## config.mk

```make
export PLATFORM = sky130hd
export DESIGN_NAME = phys_free_list_flat
export DESIGN_NICKNAME = d
export VERILOG_FILES = /design/src/rtl/phys_free_list_if.sv /design/src/rtl/phys_free_list.sv /design/src/flat_wrapper.sv
export SDC_FILE = /design/constraint.sdc
export NUM_CORES = 1
export LEC_CHECK = 0
export CAP_MARGIN = 0
export CORE_MARGIN = 3
export CORE_UTILIZATION = 45
export DETAILED_ROUTE_END_ITERATION = 10
export GPL_TIMING_DRIVEN = 0
export PLACE_DENSITY = 0.66
export SLEW_MARGIN = 20
export SYNTH_ARGS = -nofsm -noshare
export SYNTH_HDL_FRONTEND = slang
export SYNTH_SLANG_ARGS = --single-unit
export TNS_END_PERCENT = 1
```

## constraint.sdc

```tcl
create_clock -name clk -period 8.5 [get_ports clk]
set_input_delay 1.275 -clock clk [delete_from_list [all_inputs] [get_ports clk]]
set_output_delay 1.275 -clock clk [all_outputs]
set_load 0.02 [all_outputs]
```

## src/rtl/phys_free_list_if.sv

```systemverilog
// Rename/retire-side bundle for the physical-register free list.
// The master side is rename plus retire; the slave side is the free list.
interface phys_free_list_if #(
    parameter int PTAG_W = 6
);
    logic              alloc_req_1;
    logic              alloc_req_2;
    logic [PTAG_W-1:0] alloc_tag_1;
    logic [PTAG_W-1:0] alloc_tag_2;
    logic              alloc_stall;
    logic              rt_flag_1;
    logic [PTAG_W-1:0] fp_i_1;
    logic              rt_flag_2;
    logic [PTAG_W-1:0] fp_i_2;
    logic [PTAG_W:0]   free_count;
    logic              ovf_err;
    logic              dup_err;

    modport master (
        output alloc_req_1, alloc_req_2, rt_flag_1, fp_i_1, rt_flag_2, fp_i_2,
        input  alloc_tag_1, alloc_tag_2, alloc_stall, free_count, ovf_err, dup_err
    );

    modport slave (
        input  alloc_req_1, alloc_req_2, rt_flag_1, fp_i_1, rt_flag_2, fp_i_2,
        output alloc_tag_1, alloc_tag_2, alloc_stall, free_count, ovf_err, dup_err
    );
endinterface

```

## src/rtl/phys_free_list.sv

```systemverilog
// Circular free list of physical tags: two show-ahead allocations and two retire frees per cycle.
// Define FREELIST_CHECK_EN to add an in-list bitmap that drops and flags duplicate frees.
module phys_free_list #(
    parameter int NUM_PREGS = 64,
    parameter int NUM_AREGS = 32,
    parameter int PTAG_W    = 6
) (
    input  logic           clk,
    input  logic           rst_n,
    phys_free_list_if.slave fl
);
    typedef logic [PTAG_W-1:0] ptag_t;
    typedef logic [PTAG_W:0]   cnt_t;

    localparam cnt_t CNT_FULL = cnt_t'(NUM_PREGS);
    localparam cnt_t CNT_INIT = cnt_t'(NUM_PREGS - NUM_AREGS);

    ptag_t mem [NUM_PREGS];
    ptag_t head;
    ptag_t tail;
    cnt_t  count;
    logic  ovf_q;

    logic [1:0] need;
    logic [1:0] pop_n;
    logic       stall;
    logic       nz_1, nz_2;
    logic       dup_1, dup_2;
    logic       room_1, room_2;
    logic       acc_1, acc_2;
    logic       ovf_1, ovf_2;

    // Stall is judged against the registered count only, so same-cycle frees never rescue it.
    assign need  = {1'b0, fl.alloc_req_1} + {1'b0, fl.alloc_req_2};
    assign stall = cnt_t'(need) > count;
    assign pop_n = stall ? 2'd0 : need;

    assign fl.alloc_tag_1 = mem[head];
    assign fl.alloc_tag_2 = fl.alloc_req_1 ? mem[head + ptag_t'(1)] : mem[head];
    assign fl.alloc_stall = stall;
    assign fl.free_count  = count;
    assign fl.ovf_err     = ovf_q;

    // Tag 0 is the hardwired zero register and is never returned to the list.
    assign nz_1 = fl.rt_flag_1 && (fl.fp_i_1 != '0);
    assign nz_2 = fl.rt_flag_2 && (fl.fp_i_2 != '0);

    // Slot 2 sees the count as it stands after slot 1's push.
    assign room_1 = count < CNT_FULL;
    assign room_2 = (count + cnt_t'(acc_1)) < CNT_FULL;
    assign acc_1  = nz_1 && !dup_1 && room_1;
    assign acc_2  = nz_2 && !dup_2 && room_2;
    assign ovf_1  = nz_1 && !dup_1 && !room_1;
    assign ovf_2  = nz_2 && !dup_2 && !room_2;

    always_ff @(posedge clk or negedge rst_n) begin
        if (!rst_n) begin
            head  <= '0;
            tail  <= ptag_t'(NUM_PREGS - NUM_AREGS);
            count <= CNT_INIT;
            ovf_q <= 1'b0;
            // NOTE: the storage array is reset on purpose -- its contents are the initial free tags.
            for (int i = 0; i < NUM_PREGS; i++) begin
                mem[i] <= (i < NUM_PREGS - NUM_AREGS) ? ptag_t'(NUM_AREGS + i) : '0;
            end
        end else begin
            head  <= head + ptag_t'(pop_n);
            tail  <= tail + ptag_t'(acc_1) + ptag_t'(acc_2);
            count <= count - cnt_t'(pop_n) + cnt_t'(acc_1) + cnt_t'(acc_2);
            if (ovf_1 || ovf_2) ovf_q <= 1'b1;
            if (acc_1) mem[tail] <= fl.fp_i_1;
            if (acc_2) mem[tail + ptag_t'(acc_1)] <= fl.fp_i_2;
        end
    end

`ifdef FREELIST_CHECK_EN
    logic [NUM_PREGS-1:0] in_list;
    logic [NUM_PREGS-1:0] in_list_nxt;
    logic                 dup_q;

    // Membership is the registered bitmap; a tag popped this cycle still counts as present.
    assign dup_1 = nz_1 && in_list[fl.fp_i_1];
    assign dup_2 = nz_2 && (in_list[fl.fp_i_2] || (fl.rt_flag_1 && fl.fp_i_2 == fl.fp_i_1));
    assign fl.dup_err = dup_q;

    // NOTE: every always_comb output gets a full default first so no latch is inferred.
    always_comb begin
        in_list_nxt = in_list;
        if (!stall && fl.alloc_req_1) in_list_nxt[fl.alloc_tag_1] = 1'b0;
        if (!stall && fl.alloc_req_2) in_list_nxt[fl.alloc_tag_2] = 1'b0;
        if (acc_1) in_list_nxt[fl.fp_i_1] = 1'b1;
        if (acc_2) in_list_nxt[fl.fp_i_2] = 1'b1;
    end

    always_ff @(posedge clk or negedge rst_n) begin
        if (!rst_n) begin
            dup_q <= 1'b0;
            for (int i = 0; i < NUM_PREGS; i++) begin
                in_list[i] <= (i >= NUM_AREGS);
            end
        end else begin
            in_list <= in_list_nxt;
            if (dup_1 || dup_2) dup_q <= 1'b1;
        end
    end
`else
    assign dup_1      = 1'b0;
    assign dup_2      = 1'b0;
    assign fl.dup_err = 1'b0;
`endif
endmodule

```

## src/flat_wrapper.sv

```systemverilog
// flat-port wrapper written by rule: the top's interface ports become plain ports
module phys_free_list_flat 
#(
    parameter int NUM_PREGS = 64,
    parameter int NUM_AREGS = 32,
    parameter int PTAG_W    = 6
)
  (clk, rst_n, fl_alloc_req_1, fl_alloc_req_2, fl_rt_flag_1, fl_fp_i_1, fl_rt_flag_2, fl_fp_i_2, fl_alloc_tag_1, fl_alloc_tag_2, fl_alloc_stall, fl_free_count, fl_ovf_err, fl_dup_err);
  phys_free_list_if #(.PTAG_W(PTAG_W)) fl_i ();
  input  logic clk;
  input  logic rst_n;
  input wire logic [$bits(fl_i.alloc_req_1)-1:0] fl_alloc_req_1;
  input wire logic [$bits(fl_i.alloc_req_2)-1:0] fl_alloc_req_2;
  input wire logic [$bits(fl_i.rt_flag_1)-1:0] fl_rt_flag_1;
  input wire logic [$bits(fl_i.fp_i_1)-1:0] fl_fp_i_1;
  input wire logic [$bits(fl_i.rt_flag_2)-1:0] fl_rt_flag_2;
  input wire logic [$bits(fl_i.fp_i_2)-1:0] fl_fp_i_2;
  output wire logic [$bits(fl_i.alloc_tag_1)-1:0] fl_alloc_tag_1;
  output wire logic [$bits(fl_i.alloc_tag_2)-1:0] fl_alloc_tag_2;
  output wire logic [$bits(fl_i.alloc_stall)-1:0] fl_alloc_stall;
  output wire logic [$bits(fl_i.free_count)-1:0] fl_free_count;
  output wire logic [$bits(fl_i.ovf_err)-1:0] fl_ovf_err;
  output wire logic [$bits(fl_i.dup_err)-1:0] fl_dup_err;
  assign fl_i.alloc_req_1 = fl_alloc_req_1;
  assign fl_i.alloc_req_2 = fl_alloc_req_2;
  assign fl_i.rt_flag_1 = fl_rt_flag_1;
  assign fl_i.fp_i_1 = fl_fp_i_1;
  assign fl_i.rt_flag_2 = fl_rt_flag_2;
  assign fl_i.fp_i_2 = fl_fp_i_2;
  assign fl_alloc_tag_1 = fl_i.alloc_tag_1;
  assign fl_alloc_tag_2 = fl_i.alloc_tag_2;
  assign fl_alloc_stall = fl_i.alloc_stall;
  assign fl_free_count = fl_i.free_count;
  assign fl_ovf_err = fl_i.ovf_err;
  assign fl_dup_err = fl_i.dup_err;
  phys_free_list #(.NUM_PREGS(NUM_PREGS), .NUM_AREGS(NUM_AREGS), .PTAG_W(PTAG_W)) u_core (.clk(clk), .rst_n(rst_n), .fl(fl_i));
endmodule
```

==> flow_summary.ini <==
[detailed_routing]
drt_iter0_markers = 2900
remaining_drc_errors = 0
vias = 22200
wl_mm = 126
first_pass_iters = 8
viasPerCell = 6.95
ant_nets = 0
wl_per_cell_um = 39.5

[clocking]
tritoncts = done
insertion_delay_ps = 610
cts_hold_buf = 0
htree_levels = 2
post_cts_buffers = 0
clockRootBuffer = clkbuf_16
clkSinkCount = 404
cts.repair.resized = 0
clkTransAtPathRegs_ps = 60
cts_made_buffers = 49
cts.path.max_buffers = 3

[critical_path]
crit_type = reg2out
max_stage_delay_ps = 860
critPathLaunchType = flip-flop
critical-path-top-delay-family = buffers and inverters
path_buf_inv = 5
cpMostUsedCell = buf_2
worst_r2r_startpoint = u_core.fl.free_count[6]
arrival_ps = 5870
reg2regPathDepth = 10
required_ps = 7220
r2r-end = u_core.mem[175]
ff2ff_setup_slack_ps = 4260
cp_max_fo = 10
crit_path_end_kind = primary output
crit_slowest_cell = o32ai_1
crit_chain = buf_2 -> buf_4 -> buf_2 -> clkbuf_1 -> mux4_2 -> mux2i_1 -> nor2_1 -> o32ai_1 -> o41a_1 -> o221ai_1 -> clkdlybuf4s50_1
startpoint = u_core.head[1]

[hold_path]
min_from = u_core.fl.ovf_err
hold_depth = 2
hold_path_end = u_core.fl.ovf_err
hold_path.class = reg2reg

[grt]
busiest_layer = met2
grtUsageMet1_pct = 51.0
grt_antenna_before_repair = 13
grt_overflow = 0
first_global_vias = 22200
grt_use_met3_pct = 12.6
grt_max_degree = 97
grt.met2_usage_pct = 56.3
grt_use_total_pct = 39.2
grt_pass1_wl_mm = 174

[logic_synthesis]
netlist_top_cells_area = mux2_2 (26%), dfrtp_1 (26%), mux4_2 (13%)
mappedNetlistArea_mm2 = 0.0277
synth_edf_count = 0
ys.flop_type = dfrtp_1
ys_ff_latch = 404
seq_area_frac_synth_pct = 37.1
synth_simple_gate_area_share_pct = 8.00
synth_fa_ha_area_share_pct = 1.26
synth_xor_area_share_pct = 0.819
yosysWarnings = 0
yosysTopAreaCellShare_pct = 26.4
synth_cells = 2277
ys_types = 76
synth_compound_area_share_pct = 4.37
postSynthAreaPerCell_um2 = 12.2
synth_top_family_by_area = multiplexers
synthMuxAreaShare_pct = 45.2
synth_nets = 2321
synth_top_area_cell = mux2_2
async_flop_share_pct = 100

[timing]
tns_ps = 0
fmax_mhz = 140
finalMaxSlewViolations = 0
setup_viol = 0
timing.final.crit_share_pct = 84.1
slew_headroom_pct = 11.2
hold_viol = 0
worst_slack_ps = 1350
finalCriticalPeriod_ps = 7150
worstMarginPinSlew_ps = 1330
fin_skew_ps = 22.4
rsz0062_at_grt = false

[finish]
area_growth_pct = 11.1
drive_gt1_share_pct = 45.4
nNetsFinal = 2416
n_fill_cell = 5349

[place]
pre_cts_ws_ps = 2120
place.gp.congestion = 1.11
port_buffers = 38
place.detailed.hpwl_mm = 92.3

[floorplan]
core_mm2 = 0.0606
std_cell_rows = 90
ios = 40
die_w_um = 254
start_util_pct = 45.7
die_h_um = 254
dieArea_mm2 = 0.0645

[job]
maxCapViolations = 0

[power]
p_int_mw = 7.06
peakVddDrop_mv = 0.232
clkPwrFrac_pct = 15.9
p_leak_nw = 13.3
share_seq_of_total_power_pct = 27.4
combPwrFrac_pct = 56.6
power_switching_mw = 5.85
power.density_mw_per_mm2 = 420
switching_share_pct = 45.3

[run_status]
outcome = finished, final reports clean
metal layers:
layer | up-vias | routed length [um]
met3 | 416 | 15500
met1 | 11500 | 48000
met4 | 2 | 10000
met5 | - | 71
met2 | 1629 | 52500
li1 | 8713 | -
cells in the final DEF (no fill, tap or decap), types with 23 or more instances in the layout:
master | synthesis | layout
ha_1 | 23 | 23
buf_2 | 46 | 52
nor3_1 | 58 | 58
clkbuf_1 | 130 | 142
inv_1 | 25 | 25
nor2_1 | 114 | 113
nand3_1 | 37 | 37
mux2i_1 | 147 | 147
a21oi_1 | 71 | 71
clkdlybuf4s50_1 | 0 | 37
nand2_1 | 153 | 153
mux4_2 | 160 | 160
clkbuf_16 | 0 | 51
dfstp_2 | 114 | 114
mux2_2 | 648 | 648
dfrtp_1 | 290 | 290
cells in the mapped netlist (5+ instances only):
master / count
nand3_1: 37
mux2_2: 648
a32oi_1: 7
nor2_1: 114
xnor2_1: 14
a21oi_1: 71
mux4_2: 160
dfstp_2: 114
nor2_2: 12
dfrtp_1: 290
nor3_1: 58
buf_2: 46
xor2_1: 10
o221ai_1: 8
nor2b_1: 21
a32o_1: 7
a211oi_1: 8
nand2b_1: 17
o2111ai_1: 7
o41a_1: 5
o21ai_0: 6
and2_1: 6
buf_1: 15
clkbuf_1: 130
mux2i_1: 147
ha_1: 23
a22oi_1: 22
nand2_1: 153
inv_1: 25
and3_1: 6
mux2_1: 12
worst register-to-register path: cells and delay by family (launching register included):
family / cells / cell delay [ps]
AND/OR/NAND/NOR: 4 / 1530
flip-flops: 1 / 430
AO/OA/AOI/OAI: 1 / 370
XOR/XNOR: 1 / 570
buffers and inverters: 2 / 570
multiplexers: 1 / 420
adder cells (fa/ha/maj): 1 / 230
worst max path at each step:
stage / endpoint / depth (start not counted)
6_report: fl_alloc_tag_2[2] / 11
2_1_floorplan: u_core.fl.free_count[6] / 16
4_1_cts: fl_alloc_tag_2[2] / 9
5_1_grt: fl_alloc_tag_2[2] / 11
3_5_place_dp: fl_alloc_tag_2[2] / 9
3_3_place_gp: u_core.mem[272] / 1
cell families (layout without fill, tap and decap cells):
logic type | Yosys count | count (layout)
AO/OA/AOI/OAI | 175 | 175
XOR/XNOR | 25 | 25
adder cells (fa/ha/maj) | 26 | 26
buffers and inverters | 222 | 353
flip-flops | 404 | 404
multiplexers | 967 | 967
other | 1 | 7
AND/OR/NAND/NOR | 457 | 457
power groups by stage:
stage	registers, mW	logic [mW]	clock network, mW
after floorplan	3.22	4.58	0
after global placement	3.48	6.92	0
after detailed placement	3.53	7.04	0
after CTS	3.50	7.06	2.07
after global routing	3.60	7.52	2.14
final	3.54	7.31	2.06
stage by stage:
stage	cell area, um^2	utilization (%)	hold slack, ps	instances	power, mW
final	30700	50.7	486	3196	12.9
after global routing	30700	50.7	517	3191	13.3
after CTS	30700	50.7	490	3189	12.6
after detailed placement	29200	48.2	475	3102	10.6
after global placement	29000	47.9	464	3097	10.4
after floorplan	27700	-	508	2277	7.80
layout make-up:
| class | instances | area (um^2) | area share [%] |
|---|---|---|---|
| inverter | 27 | 104 | 0.338 |
| timing repair buffer | 44 | 534 | 1.74 |
| buffer | 195 | 830 | 2.70 |
| antenna | 6 | 15.0 | 0.0488 |
| clock buffer | 80 | 1450 | 4.70 |
| sequential | 404 | 10300 | 33.4 |
| tap | 782 | 978 | 3.18 |
| clock inverter | 7 | 63.8 | 0.208 |
| multi-input combinational | 1651 | 16500 | 53.7 |
state kept, by name (all words and copies together) (netlist names):
name,cells
u_core.mem,384
u_core.fl.free_count,7
u_core.head,6
u_core.tail,6
u_core.fl.ovf_err,1
(Power assumes the default switching activity.)
==> RTL change, RTL diff (same settings) <==
`NUM_AREGS` is set to 32 in 2 places; all go to 24.
--- a/src/rtl/phys_free_list.sv
+++ b/src/rtl/phys_free_list.sv
@@ -3,5 +3,5 @@
 module phys_free_list #(
     parameter int NUM_PREGS = 64,
-    parameter int NUM_AREGS = 32,
+    parameter int NUM_AREGS = 24,
     parameter int PTAG_W    = 6
 ) (
--- a/src/flat_wrapper.sv
+++ b/src/flat_wrapper.sv
@@ -3,5 +3,5 @@
 #(
     parameter int NUM_PREGS = 64,
-    parameter int NUM_AREGS = 32,
+    parameter int NUM_AREGS = 24,
     parameter int PTAG_W    = 6
 )
Behaviour: not the same (a bounded check fails within 4 cycles, from zero or initial values and one cycle with rst_n low).
==> RTL change against the original RTL <==
Non-clock buffer count fell by 2. Count of clock-buffer cells in the layout fell by 3. Cell area is 0.43% higher. Total power is 0.87% higher. Sequential cell count unchanged. Synthesized area rose by 0.14%. Cell count fell by 0.13%. Core utilization rose by 0.22 points. Setup slack lost 0.10 ns. Wire length down 3.7%. Critical path type unchanged. Largest power group unchanged.
==> RTL change: results (changes against the original RTL) <==
Num CTS Buffers - 47 (-4.1%)
Grt ovf - 0 (unchanged)
Logic pwr share - 0.544 (-0.022)
Largest net degree at the start of global routing - 100 (+3.1%)
DR WL met3 - 17.6 mm (+13%)
GR Util All Layers - 0.373 (-0.0193)
Drt via density - 7.04 (+1.2%)
DRT Wirelength - 121 mm (-3.7%)
Met3 Usage GRT - 0.169 (+0.0438)
Synth area leaders - mux2_2, dfrtp_1, dfstp_2
Slew HR - 0.126 (+0.0144)
Switching Share - 0.443 (-0.00982)
Leakage power - 0.0132 µW (-0.49%)
CP max stage cell - o2111ai_1
CP Capture Point - fl_alloc_tag_2[2]
Met2 Use GR - 0.527 (-0.0364)
First-pass GRT wire length - 167 mm (-3.9%)
Max VDD drop - 236 µV (+1.7%)
R2R setup slack - 4.28 ns (+0.02 ns)
WHS - 0.502 ns (+0.0154 ns)
PD cells - 422 nW/µm² (+0.43%)
Mean Syn Cell Area - 12.2 µm² (+0.14%)
Max layer used - met5
Fin worst setup slack - 1.25 ns (-0.104 ns)
FILL cells - 5296 (-0.99%)
WL/cell - 38.0 µm (-3.6%)
Dpl ws - 2.22 ns (+0.0911 ns)
Placed Area - 29200 µm² (about the same)
Worst Skew - 0.0145 ns (-0.00796 ns)
RePlAce Congestion - 1.11 (-0.39%)
Outcome - finished, final reports clean
Worst setup path startpoint - u_core.head[0]
Starting DRT DRC Count - 2925 (+0.86%)
Final HPWL from detailed placement - 87.4 mm (-5.3%)
Initial antenna violation count - 7 (-6)
Max reg flops - 384 (unchanged)
R2R cell count - 11 (+1)
Placed Cells - 3101 (-0.032%)
Synth top cells by count - mux2_2, dfrtp_1, mux4_2
Vias in the first global route - 22300 (+0.32%)
Clk network pwr share - 0.170 (+0.011)
Metal2 WL - 49.9 mm (-4.9%)
Drt pass-1 iters - 5 (-3)
Final #Nets - 2412 (-0.17%)
Share of layout cells above drive strength 1 - 0.467 (+0.0128)
[RTL change: changes by cell type after synthesis]
cell     unedited run  this run
dfrtp_1           290       260
dfstp_2           114       144
[RTL change: final cells by class]
class,count,area (µm²),area share
clock buffer,77,1480,0.0480
clock inverter,10,178,0.00576
multi-input combinational,1651,16500,0.535
sequential,404,10300,0.333
antenna,4,10.0,0.000324
timing repair buffer,42,495,0.0160
tap,782,978,0.0317
inverter,27,104,0.00336
buffer,195,821,0.0266
[RTL change: cells by family after synthesis]
kind of cell | after synthesis | share of synthesized area
multiplexers | 967 | 0.451
AND/OR/NAND/NOR | 457 | 0.0798
flip-flops | 404 | 0.371
buffers and inverters | 222 | 0.0328
AO/OA/AOI/OAI | 175 | 0.0437
adder cells (fa/ha/maj) | 26 | 0.0126
XOR/XNOR | 25 | 0.00817
other | 1 | 0.000135
